### src/rtl/sine_phase_sequencer_pkg.sv
// Shared fixed-point constants and state encoding for the sine phase sequencer.
// Angles are radians scaled by 2^FIX_SHIFT; one full turn is TWO_PI.
package sine_phase_sequencer_pkg;

    localparam int FIX_SHIFT         = 13;
    localparam int PI2               = 12868;      // round(pi/2 * 2^13)
    localparam int TWO_PI            = 4 * PI2;    // 51472 = 0xC910
    localparam int AG_CONST          = 4975;       // CORDIC gain 0.60725 * 2^13
    localparam int WAIT_BUSY_TIMEOUT = 4;

    typedef enum logic [2:0] {
        S_IDLE      = 3'd0,
        S_ISSUE     = 3'd1,
        S_WAIT_BUSY = 3'd2,
        S_WAIT_DONE = 3'd3,
        S_CAPTURE   = 3'd4
    } state_t;

endpackage

### src/rtl/sine_phase_sequencer_if.sv
// Start/ready handshake between the sequencer (master) and the CORDIC sine stage (slave).
interface sine_phase_sequencer_if #(
    parameter int WIDTH = 16
);
    logic             update;
    logic [WIDTH-1:0] angle;
    logic             ready;
    logic [WIDTH-1:0] sine;

    modport master (output update, output angle, input ready, input sine);
    modport slave  (input update, input angle, output ready, output sine);
endinterface

### src/rtl/sine_phase_sequencer_phase_accum.sv
// Phase accumulator: saturated tuning word, wrap modulo TWO_PI, load beats advance.
module sine_phase_sequencer_phase_accum
    import sine_phase_sequencer_pkg::*;
#(
    parameter int WIDTH = 16
) (
    input  logic             clk,
    input  logic             reset,
    input  logic             load,
    input  logic             advance,
    input  logic [WIDTH-1:0] phase_init,
    input  logic [WIDTH-1:0] ftw,
    output logic [WIDTH-1:0] phase
);

    localparam logic [WIDTH:0]   TWO_PI_W  = (WIDTH+1)'(TWO_PI);
    localparam logic [WIDTH-1:0] TWO_PI_M1 = WIDTH'(TWO_PI - 1);

    logic [WIDTH-1:0] ftw_sat;
    logic [WIDTH-1:0] base;
    logic [WIDTH:0]   sum;
    logic [WIDTH-1:0] wrapped;

    // On a combined load+advance the freshly loaded value is the base of the add.
    always_comb begin
        ftw_sat = ({1'b0, ftw} >= TWO_PI_W) ? TWO_PI_M1 : ftw;
        base    = load ? phase_init : phase;
        sum     = {1'b0, base} + {1'b0, ftw_sat};
        wrapped = (sum >= TWO_PI_W) ? WIDTH'(sum - TWO_PI_W) : sum[WIDTH-1:0];
    end

    always_ff @(posedge clk) begin
        if (!reset) begin
            phase <= '0;
        end else if (advance) begin
            phase <= wrapped;
        end else if (load) begin
            phase <= phase_init;
        end
    end

endmodule

### src/rtl/sine_phase_sequencer.sv
// Sequencer that issues phase angles to the CORDIC sine stage and captures its result.
//   state     | meaning
//   IDLE      | waiting for an enabled strobe
//   ISSUE     | update pulse, angle held
//   WAIT_BUSY | waiting for the stage to drop ready
//   WAIT_DONE | waiting for ready to return
//   CAPTURE   | sample_valid pulse
module sine_phase_sequencer
    import sine_phase_sequencer_pkg::*;
#(
    parameter int WIDTH        = 16,
    parameter int BUSY_TIMEOUT = 32
) (
    input  logic                          clk,
    input  logic                          reset,
    input  logic                          enable,
    input  logic [WIDTH-1:0]              ftw,
    input  logic [WIDTH-1:0]              phase_init,
    input  logic                          load,
    input  logic                          strobe,
    input  logic                          clear_flags,
    sine_phase_sequencer_if.master        cordic,
    output logic [WIDTH-1:0]              sample,
    output logic                          sample_valid,
    output logic                          busy,
    output logic                          overrun,
    output logic                          error
);

    localparam int TW = $clog2(BUSY_TIMEOUT + 1);

    state_t           state, state_next;
    logic [TW-1:0]    timer, timer_next;
    logic             accept;
    logic             timeout;
    logic             capture_en;
    logic             overrun_set;
    logic [WIDTH-1:0] phase;

    sine_phase_sequencer_phase_accum #(
        .WIDTH (WIDTH)
    ) u_phase_accum (
        .clk        (clk),
        .reset      (reset),
        .load       (load),
        .advance    (accept),
        .phase_init (phase_init),
        .ftw        (ftw),
        .phase      (phase)
    );

    // Timer is a down-counter loaded on entry to each wait state; expiry at zero.
    always_comb begin
        state_next    = state;
        timer_next    = timer;
        accept        = 1'b0;
        timeout       = 1'b0;
        capture_en    = 1'b0;
        cordic.update = 1'b0;
        case (state)
            S_IDLE: begin
                if (strobe && enable) begin
                    accept     = 1'b1;
                    state_next = S_ISSUE;
                end
            end
            S_ISSUE: begin
                cordic.update = 1'b1;
                timer_next    = TW'(WAIT_BUSY_TIMEOUT);
                state_next    = S_WAIT_BUSY;
            end
            S_WAIT_BUSY: begin
                if (!cordic.ready) begin
                    timer_next = TW'(BUSY_TIMEOUT);
                    state_next = S_WAIT_DONE;
                end else if (timer == '0) begin
                    timeout    = 1'b1;
                    state_next = S_IDLE;
                end else begin
                    timer_next = timer - 1'b1;
                end
            end
            S_WAIT_DONE: begin
                if (cordic.ready) begin
                    capture_en = 1'b1;
                    state_next = S_CAPTURE;
                end else if (timer == '0) begin
                    timeout    = 1'b1;
                    state_next = S_IDLE;
                end else begin
                    timer_next = timer - 1'b1;
                end
            end
            S_CAPTURE: begin
                state_next = S_IDLE;
            end
            default: begin
                state_next = S_IDLE;
            end
        endcase
    end

    assign busy         = (state != S_IDLE);
    assign sample_valid = (state == S_CAPTURE);
    assign overrun_set  = strobe && busy;

    always_ff @(posedge clk) begin
        if (!reset) begin
            state        <= S_IDLE;
            timer        <= '0;
            cordic.angle <= '0;
            sample       <= '0;
            overrun      <= 1'b0;
            error        <= 1'b0;
        end else begin
            state <= state_next;
            timer <= timer_next;
            if (accept) begin
                cordic.angle <= load ? phase_init : phase;
            end
            if (capture_en) begin
                sample <= cordic.sine;
            end
            if (overrun_set) begin
                overrun <= 1'b1;
            end else if (clear_flags) begin
                overrun <= 1'b0;
            end
            if (timeout) begin
                error <= 1'b1;
            end else if (clear_flags) begin
                error <= 1'b0;
            end
        end
    end

endmodule
### src/flat_wrapper.sv
// flat-port wrapper written by rule: the top's interface ports become plain ports
module sine_phase_sequencer_flat import sine_phase_sequencer_pkg::*;
#(
    parameter int WIDTH        = 16,
    parameter int BUSY_TIMEOUT = 32
)
  (clk, reset, enable, ftw, phase_init, load, strobe, clear_flags, sample, sample_valid, busy, overrun, error, cordic_update, cordic_angle, cordic_ready, cordic_sine);
  sine_phase_sequencer_if #(.WIDTH(WIDTH)) cordic_i ();
  input  logic clk;
  input  logic reset;
  input  logic enable;
  input  logic [WIDTH-1:0] ftw;
  input  logic [WIDTH-1:0] phase_init;
  input  logic load;
  input  logic strobe;
  input  logic clear_flags;
  output logic [WIDTH-1:0] sample;
  output logic sample_valid;
  output logic busy;
  output logic overrun;
  output logic error;
  output wire logic [$bits(cordic_i.update)-1:0] cordic_update;
  output wire logic [$bits(cordic_i.angle)-1:0] cordic_angle;
  input wire logic [$bits(cordic_i.ready)-1:0] cordic_ready;
  input wire logic [$bits(cordic_i.sine)-1:0] cordic_sine;
  assign cordic_update = cordic_i.update;
  assign cordic_angle = cordic_i.angle;
  assign cordic_i.ready = cordic_ready;
  assign cordic_i.sine = cordic_sine;
  sine_phase_sequencer #(.WIDTH(WIDTH), .BUSY_TIMEOUT(BUSY_TIMEOUT)) u_core (.clk(clk), .reset(reset), .enable(enable), .ftw(ftw), .phase_init(phase_init), .load(load), .strobe(strobe), .clear_flags(clear_flags), .cordic(cordic_i), .sample(sample), .sample_valid(sample_valid), .busy(busy), .overrun(overrun), .error(error));
endmodule
### config.mk
export PLATFORM = sky130hd
export DESIGN_NAME = sine_phase_sequencer_flat
export DESIGN_NICKNAME = d
export VERILOG_FILES = /design/src/rtl/sine_phase_sequencer_pkg.sv /design/src/rtl/sine_phase_sequencer_if.sv /design/src/rtl/sine_phase_sequencer_phase_accum.sv /design/src/rtl/sine_phase_sequencer.sv /design/src/flat_wrapper.sv
export SDC_FILE = /design/constraint.sdc
export NUM_CORES = 1
export LEC_CHECK = 0
export BUFFER_PORTS_ARGS = -buffer_cell sky130_fd_sc_hd__clkbuf_2
export CORE_MARGIN = 4
export CORE_UTILIZATION = 50
export CTS_CLUSTER_DIAMETER = 100
export DETAILED_ROUTE_END_ITERATION = 6
export PLACE_DENSITY = 0.73
export SKIP_LAST_GASP = 1
export SLEW_MARGIN = 10
export SYNTH_ARGS = -nofsm -noshare
export SYNTH_HDL_FRONTEND = slang
export SYNTH_SLANG_ARGS = --single-unit
### constraint.sdc
create_clock -name clk -period 9.21 [get_ports clk]
set_clock_uncertainty 0.1 [all_clocks]
set_input_delay 0.4605 -clock clk [delete_from_list [all_inputs] [get_ports clk]]
set_output_delay 0.4605 -clock clk [all_outputs]
set_load 0.05 [all_outputs]
==> results.py <==
metrics = {
    "floorplanning": {
        "num_rows": 32,
        "design.die.area_mm2": 0.009487,
        "die_w_um": 97.40,
        "core_area_mm2": 0.007767,
        "ioPinCount": 92,
        "initial_core_util_pct": 51.45,
        "die_h_um": 97.40,
    },
    "worst_setup_path": {
        "critPathMaxFanout": 18,
        "required_ns": 9.31,
        "cp.arrival_ns": 5.28,
        "rrSetupSlack_ns": 4.85,
        "worstReg2RegStart": "u_core.u_phase_accum.phase[0]",
        "r2r-end": "u_core.u_phase_accum.phase[6]",
        "crit_slowest_cell": "a221oi_4",
        "cp_cell_sequence": "clkbuf_2, o41ai_1, a21boi_0, o311a_1, or2_2, ha_1, fa_1, a21o_1, a22o_1, a21oi_1, mux2_1, a211oi_1, nand2_1, a221oi_4, nor2_1, or3_1",
        "slowest_delay_ns": 0.66,
        "critPathCaptureType": "register",
        "cp-start-kind": "input port",
        "r2r_cells": 13,
        "crit_type": "input port to register",
    },
    "logic_synthesis": {
        "netlist_instances": 491,
        "synth.distinct_cells": 72,
        "avgSynthCellArea_um2": 8.139,
        "synth-seq-cells": 59,
        "yosys_warnings": 0,
        "async_flop_share_pct": 0,
        "synth_ff_type": "dfxtp_1",
        "ys_seq_area_share_pct": 29.56,
        "syn-num-nets": 566,
        "synth_edf_count": 0,
        "synth_area_mm2": 0.003996,
    },
    "power": {
        "comb_power_share_pct": 40.1,
        "p_int_uw": 548.8,
        "power_density_mw_per_mm2": 187.6,
        "pwr-share-seq_pct": 32.6,
        "p_sw_uw": 321.4,
        "swShare_pct": 36.93,
        "ir_drop_uv": 77.07,
        "pwr-share-clk_pct": 27.3,
        "leakagePower_uw": 0.002215,
    },
    "grt": {
        "grt_overflow_total": 0,
        "grt_pass1_wl_um": 16520,
        "grt.total_usage_pct": 20.49,
        "antenna_found_initial": 0,
        "grt_max_degree": 56,
        "grt_pass1_vias": 3612,
    },
    "clocking": {
        "clk_pin_slew_ns": 0.06,
        "clk_path_buf_depth": 2,
        "cts-resized-gates": 0,
        "cts_max_level": 3,
        "cts_buffers": 9,
        "holdBufCountCts": 0,
        "cts_tree": "yes",
        "clock-sinks": 59,
        "cts_setup_buffers": 0,
        "insertion_delay_ns": 0.33,
        "root_buffer": "clkbuf_8",
    },
    "place": {
        "gp_congestion": 0.8348,
        "dp_hpwl_um": 7537,
        "port_buffers": 91,
        "post-place-ws_ns": 3.656,
    },
    "routing": {
        "drt-initial-drc-count": 254,
        "wl_per_cell_um": 14.65,
        "drt_first_pass_iters": 5,
        "vias_per_cell": 5.681,
        "wirelength_um": 9833,
        "vias": 3812,
        "antenna_left": 0,
        "post-route-drc-count": 0,
    },
    "timing": {
        "setup_viol": 0,
        "fin_crit_ns": 5.174,
        "max_freq_mhz": 193.3,
        "slew_headroom_pct": 35.93,
        "tns_ns": 0,
        "drv_slew": 0,
        "worstMarginPinSlew_ns": 0.9610,
        "rsz0062_at_grt": "no",
        "worst_hold_slack_ns": 0.2687,
        "finalHoldViolations": 0,
        "worst_slack_ns": 4.036,
        "fin_crit_sh_pct": 56.18,
    },
    "cells_and_area": {
        "area_growth_pct": 16.06,
        "fin_nets": 641,
        "antenna_cells": 0,
        "drive_gt1_share_pct": 24.43,
    },
    "status": {
        "status": "complete, no violations",
    },
    "hold_path": {
        "hp-start": "cordic_sine[9]",
        "hold_path_class": "input port to register",
        "holdPathEnd": "u_core.sample[9]",
        "worstHoldPathCells": 3,
    },
    "job": {
        "maxCapViolations": 0,
    },
}
-- power by group through the flow --
| stage | Combinational [uW] | Sequential [uW] | Clock [uW] |
|---|---|---|---|
| floorplan | 258 | 308 | 0 |
| global placement | 334 | 289 | 0 |
| detailed placement | 342 | 289 | 0 |
| CTS | 344 | 284 | 242 |
| global route | 383 | 286 | 255 |
| finish | 349 | 284 | 237 |
-- cell usage in the layout (no fill, tap or decap), types with 8 or more instances in the layout --
master    count
a21oi_1      19
mux2_2        8
dfxtp_1      59
a21boi_0     21
o211a_1      16
inv_1        20
nor2_1       41
nor3b_1       9
xnor2_1      12
ha_1         19
nor2b_1      14
mux2i_1      13
clkbuf_8     12
nor3_1       18
nand2_1      72
o21ai_0      15
clkbuf_2     91
-- Yosys cell counts (all sizes together), types with 14 or more instances --
| library cell | n | area share [%] |
|---|---|---|
| clkbuf | 20 | 2.1 |
| o211a | 16 | 4.0 |
| nor2b | 14 | 2.2 |
| inv | 20 | 1.9 |
| nand2 | 72 | 6.8 |
| nor2 | 42 | 3.9 |
| nor3 | 18 | 2.3 |
| ha | 19 | 5.9 |
| a21boi | 21 | 3.9 |
| o21ai | 16 | 2.0 |
| dfxtp | 59 | 30 |
| a21oi | 19 | 2.4 |
-- kinds of logic after synthesis --
family | share of synthesized area (%)
compound gates | 23.83
simple gates | 24.58
fa+ha+maj | 6.450
flops | 29.56
buf+inv | 5.854
xor+xnor | 3.945
mux | 5.792
-- per-layer routing --
metal | share of wire, % | global-route usage [%]
met4 | 1.3 | 5.964
met3 | 6.2 | 3.877
met1 | 47 | 26.78
met2 | 46 | 34.32
met5 | 0 | 0
-- layout make-up --
type                            count  area, um^2
Inverter                           20       75.07
Timing Repair Buffer               93       470.5
Clock inverter                      2       35.03
Sequential cell                    59        1181
Multi-Input combinational cell    383        2584
Fill cell                         707        3129
Tap cell                          102       127.6
Clock buffer                       12       165.2
-- worst max path at each step --
stage | slack, ns | cells past startpoint | start | to
after floorplan | 4.38 | 16 | ftw[7] | u_core.u_phase_accum.phase[6]
after global placement | 3.83 | 16 | ftw[7] | u_core.u_phase_accum.phase[6]
after detailed placement | 3.66 | 16 | ftw[7] | u_core.u_phase_accum.phase[6]
after CTS | 4.02 | 16 | ftw[7] | u_core.u_phase_accum.phase[6]
after global routing | 3.64 | 16 | ftw[7] | u_core.u_phase_accum.phase[6]
final | 4.04 | 16 | ftw[7] | u_core.u_phase_accum.phase[6]
-- worst max-delay path, delay by kind of cell --
family,cells,cell delay (ns)
AO/OA/AOI/OAI,8,2.70
adder cells (fa/ha/maj),2,0.65
buffers and inverters,1,0.08
multiplexers,1,0.35
AND/OR/NAND/NOR,4,1.02
-- state kept, by name (all words and copies together), names as in the netlist --
register / flops
u_core.state: 3
u_core.cordic.angle: 16
u_core.u_phase_accum.phase: 16
u_core.sample: 16
u_core.timer: 6
u_core.error: 1
u_core.overrun: 1
-- through the flow --
stage / utilization [%] / instances / cell area, um^2 / total power, uW
finish: 59.71 / 671 / 4638 / 870.2
global route: 59.71 / 671 / 4638 / 923.8
global placement: 57.14 / 657 / 4438 / 622.9
detailed placement: 57.14 / 657 / 4438 / 631.5
floorplan: - / 491 / 3996 / 566.3
CTS: 59.71 / 671 / 4638 / 870.2
(Power assumes the default switching activity.)
